===== config.mk =====
export PLATFORM = sky130hd
export DESIGN_NAME = uart_tx_cfg
export DESIGN_NICKNAME = d
export VERILOG_FILES = /design/src/rtl/uart_tx_cfg.sv
export SDC_FILE = /design/constraint.sdc
export NUM_CORES = 1
export LEC_CHECK = 0
export BUFFER_PORTS_ARGS = -buffer_cell sky130_fd_sc_hd__clkbuf_2
export CAP_MARGIN = 30
export CORE_UTILIZATION = 35
export CTS_CLUSTER_DIAMETER = 50
export DETAILED_ROUTE_END_ITERATION = 10
export SLEW_MARGIN = 30
export SYNTH_ARGS = -nofsm -noshare
export SYNTH_HDL_FRONTEND = slang
export SYNTH_SLANG_ARGS = --single-unit

===== constraint.sdc =====
create_clock -name clk -period 2.4 [get_ports clk]
set_input_delay 0.12 -clock clk [delete_from_list [all_inputs] [get_ports clk]]
set_output_delay 0.12 -clock clk [all_outputs]
set_load 0.03 [all_outputs]

===== src/rtl/uart_tx_cfg.sv =====
// uart_tx_cfg: parametrised UART transmitter with valid/ready input and an internal baud counter
module uart_tx_cfg #(
    parameter int DATA_W    = 8,
    parameter int BAUD_DIV  = 434,
    parameter int PARITY    = 0,
    parameter int STOP_BITS = 1
) (
    input  logic              clk,
    input  logic              rst,
    input  logic              i_valid,
    input  logic [DATA_W-1:0] i_data,
    output logic              o_ready,
    output logic              o_tx,
    output logic              o_busy,
    output logic              o_done
);
    localparam int CW = $clog2(BAUD_DIV);
    localparam int IW = $clog2(DATA_W);
    localparam logic [2:0] IDLE  = 3'd0;
    localparam logic [2:0] START = 3'd1;
    localparam logic [2:0] DATA  = 3'd2;
    localparam logic [2:0] PAR   = 3'd3;
    localparam logic [2:0] STOP  = 3'd4;
    logic [2:0]        state;
    logic [CW-1:0]     cnt;
    logic [IW-1:0]     idx;
    logic [DATA_W-1:0] shift;
    logic              par;
    logic              tc;
    logic              last_bit;
    logic              last_stop;
    assign tc        = cnt == CW'(BAUD_DIV - 1);
    assign last_bit  = idx == IW'(DATA_W - 1);
    assign last_stop = idx == IW'(STOP_BITS - 1);
    assign o_busy    = state != IDLE;
    assign o_ready   = ~o_busy;
    always_ff @(posedge clk or negedge rst) begin
        if (!rst) begin
            state  <= IDLE;
            cnt    <= '0;
            idx    <= '0;
            shift  <= '0;
            par    <= 1'b0;
            o_tx   <= 1'b1;
            o_done <= 1'b0;
        end else begin
            o_done <= 1'b0;
            o_tx   <= state == START ? 1'b0 : state == DATA ? shift[0] : state == PAR ? par : 1'b1;
            if (state == IDLE) begin
                cnt <= '0;
                idx <= '0;
                if (i_valid) begin
                    state <= START;
                    shift <= i_data;
                    par   <= PARITY == 2 ? ~^i_data : ^i_data;
                end
            end else begin
                cnt <= tc ? '0 : cnt + 1'b1;
                if (tc) begin
                    case (state)
                        START: begin
                            state <= DATA;
                            idx   <= '0;
                        end
                        DATA: begin
                            shift <= shift >> 1;
                            idx   <= last_bit ? '0 : idx + 1'b1;
                            if (last_bit) state <= PARITY != 0 ? PAR : STOP;
                        end
                        PAR: begin
                            state <= STOP;
                            idx   <= '0;
                        end
                        default: begin
                            idx <= last_stop ? '0 : idx + 1'b1;
                            if (last_stop) begin
                                state  <= IDLE;
                                o_done <= 1'b1;
                            end
                        end
                    endcase
                end
            end
        end
    end
endmodule


==> summary.md <==
| Metric | Value |
|---|---|
| Warning count from the yosys run | `0` |
| Number of gates given a new drive strength after cts | `0` |
| Wire length of the first global-routing pass | `about 4.3 mm` |
| Seq cells post-synth | `26` |
| Relative slew margins | `0.566` |
| Vias after detailed routing | `924` |
| H-tree levels | `1` |
| Detailed Route Iter0 Violations | `46` |
| Root buffer cell | `clkbuf_8` |
| Post-route fraction of the period consumed by the critical path | `0.786` |
| Net count, final | `159` |
| Worst-case vdd ir drop | `around 0.00028 V` |
| Final critical-path required period | `1890 ps` |
| Post-DR vias/cell | `between 4 and 5` |
| Cells along the critical path | `nor4b_4 -> a31oi_2 -> nor3_4 -> mux2_2` |
| GRT Residual Overflow | `0` |
| Fraction of layout instances using a drive strength above 1 | `0.282` |
| Largest net degree at the start of global routing | `27` |
| Total inserted antenna cells | `0` |
| Portion of total power attributed to sequential cells | `0.437` |
| Sequential cell area fraction in the yosys report | `0.463` |
| Routed met2 length | `1.11 mm` |
| Fraction of power spent switching nets | `0.363` |
| Mapped cell area | `1410 µm²` |
| Width of the chip | `around 65 µm` |
| Cell with the biggest individual delay on the critical path | `dfrtp_1` |
| Final hold violations | `0` |
| Critical-path maximum fanout | `8` |
| Slew @ Worst Pin | `651 ps` |
| Endpoint required time on the critical path | `2560 ps` |
| Power dissipated by switching net loads | `0.580 mW` |
| Routed wire length | `between 2 and 2.5 mm` |
| Router iterations before antenna repair | `4` |
| Post-Route Setup TNS | `0 ps` |
| Synth cell types | `36` |
| Die area | `4280 µm²` |
| Relative contribution of the clock network to total power | `0.176` |
| Final setup slack of the worst path | `514 ps` |
| Via count of the first global-routing pass | `927` |
| Post-route ant nets | `0` |
| Port Buf Inserts | `14` |
| Slowest stage delay, CP | `460 ps` |
| FP Rows | `22` |
| Startpoint type of the worst setup path | `flop` |
| Clock network latency to the later pin of the worst-skew pair | `270 ps` |
| Half-perimeter wire length after detailed placement | `1.83 mm` |
| Highest layer used for signal routing | `met4` |
| Antenna violations before repair | `0` |
| Setup Skew | `0.794 ps` |
| Worst slack after detailed placement | `around 530 ps` |
| Final-layout fill cell count | `369` |
| Cell internal pwr | `1.02 mW` |
| Worst path arrival time | `2040 ps` |
| Class of the most critical hold timing path | `input port to flop` |
| Outcome | `finished, final reports clean` |
| Final RePlAce weighted congestion | `~0.78` |
| Type of the worst setup path | `flop to flop` |
| Endpoint type of the worst setup path | `flop` |
| Register cell area after layout | `652 µm²` |
| Area of the multi-input gates | `696 µm²` |
| Number of I/O pins | `15` |
| Setup repair after global routing missed its margin | `no` |
| Routed metal-1 wire length | `1.26 mm` |
| Final max-slew violation count | `0` |
| Overall track demand over capacity in global routing | `0.132` |
| Combinational share of power | `0.388` |
| Synthesized net count | `~140` |
| Syn_area_per_cell | `11.1 µm²` |
| Maximum clock frequency | `530 MHz` |
| Total of max-cap violations | `0` |
| Clock-pin slew on the worst setup and hold paths | `around 90 ps` |
| TritonCTS clock tree | `built` |
| Initial core utilization | `0.373` |
| Wirelength per Cell | `13.0 µm` |
| Routed wire length on met3 | `48 µm` |
| Die extent in y | `approximately 65 µm` |
| Smallest hold slack | `108 ps` |
| Maximum clock path buffer count | `2` |
| Gate count after technology mapping | `127` |
| Growth of design area from synthesis to finish | `11.8%` |
| Clock net sink count | `26` |
| Setup-violating endpoint count in the final report | `0` |
| CTS buffer count | `3` |
| Post-route DRC | `0` |
| Power Density | `1020 nW/µm²` |
| Floorplan Core Area | `~3800 µm²` |
| Leakage power total | `0.701 nW` |
## placed cells by master, fill, tap and decap left out, types with 5 or more instances in the layout
cell type  synthesis  final
ha_1               5      5
mux2_2            12     12
inv_1              7      7
clkbuf_2           0     14
nand3_1            5      5
nand2_1            9      9
dfrtp_1           25     25
nor2_1            13     13
xnor2_1           12     12
## cell usage after synthesis
master / number / area, µm²
dfstp_2: 1 / 26.3
a32o_1: 1 / 10.0
mux2i_1: 3 / 30.0
buf_4: 1 / 7.51
and3_2: 1 / 7.51
or3_4: 1 / 11.3
nand4_1: 1 / 6.26
a211o_1: 1 / 8.76
nor2b_1: 2 / 12.5
dfrtp_1: 25 / 626
a21oi_1: 4 / 20.0
nor4b_4: 1 / 23.8
nor4b_1: 1 / 8.76
a311o_1: 1 / 10.0
o2111ai_1: 1 / 8.76
xnor2_1: 12 / 105
inv_1: 7 / 26.3
a22o_1: 2 / 17.5
nand2_1: 9 / 33.8
and4_1: 1 / 8.76
and2_2: 1 / 7.51
clkinv_2: 1 / 5.00
nand3_1: 5 / 25.0
nor3_4: 1 / 16.3
nand2_2: 1 / 6.26
buf_2: 2 / 10.0
nor3_1: 2 / 10.0
o21ai_0: 2 / 10.0
ha_1: 5 / 62.6
buf_6: 1 / 11.3
xor2_1: 2 / 17.5
nor2_1: 13 / 48.8
mux2_4: 1 / 15.0
nand2b_1: 1 / 6.26
a31oi_2: 1 / 12.5
mux2_2: 12 / 135
## per-layer routing
metal / GRT usage / vias up
li1: - / 463
met1: 0.179 / 446
met2: 0.206 / 11
met3: 0.0226 / 4
met4: 0.0571 / 0
met5: 0 / -
## final timing paths
kind,startpoint,end,slack [ps],depth (start not counted)
max in group asynchronous,rst,shift[1],1580,2
setup / recovery,cnt[2],shift[3],510,4
hold / removal,i_data[7],shift[7],110,3
min in group asynchronous,rst,cnt[8],400,2
hold reg to reg,par,par,490,2
setup reg to reg,cnt[2],shift[3],510,4
## registers in the layout, summed over array words and instances, names as in the netlist
register / cells
cnt: 9
shift: 8
idx: 3
state: 3
o_done: 1
o_tx: 1
par: 1
## worst max-delay path: cells and delay by family (launching register included)
family	cells	cell delay [ps]
flip-flops	1	460
AO/OA/AOI/OAI	1	160
AND/OR/NAND/NOR	2	760
multiplexers	1	390
## per-stage QoR
step / util / power, mW / cell area [µm²] / instances
after global placement: 0.400 / 1.31 / 1510 / 185
after CTS: 0.417 / 1.62 / 1570 / 190
after floorplan: - / 1.21 / 1410 / 127
after detailed placement: 0.400 / 1.34 / 1510 / 185
after global routing: 0.417 / 1.73 / 1570 / 190
final: 0.417 / 1.60 / 1570 / 190
## logic make-up after synthesis
family	count (synthesis)	synth area share
flops	26	0.463
compound gates	13	0.0693
mux	16	0.128
simple gates	41	0.165
buf+inv	12	0.0427
fa+ha+maj	5	0.0444
xor+xnor	14	0.0871
## power groups by stage
stage / registers, mW / logic [mW] / clock network [mW]
after floorplan: 0.665 / 0.548 / 0
after global placement: 0.698 / 0.613 / 0
after CTS: 0.699 / 0.632 / 0.292
final: 0.698 / 0.620 / 0.281
after detailed placement: 0.708 / 0.627 / 0
after global routing: 0.725 / 0.695 / 0.305
## repair_timing
| action | CTS | global route |
|---|---|---|
| hold buffers | 1 | 0 |
| setup buffers | 0 | 0 |
| hold endpoints to repair | 25 | 0 |
## area by class of cell
cell class | instances | share of cell area
Multi-Input combinational cell | 89 | 0.442
Timing Repair Buffer | 15 | 0.0509
Tap cell | 48 | 0.0382
Clock buffer | 4 | 0.0350
Inverter | 8 | 0.0199
Sequential cell | 26 | 0.414
(Power assumes the default switching activity.)
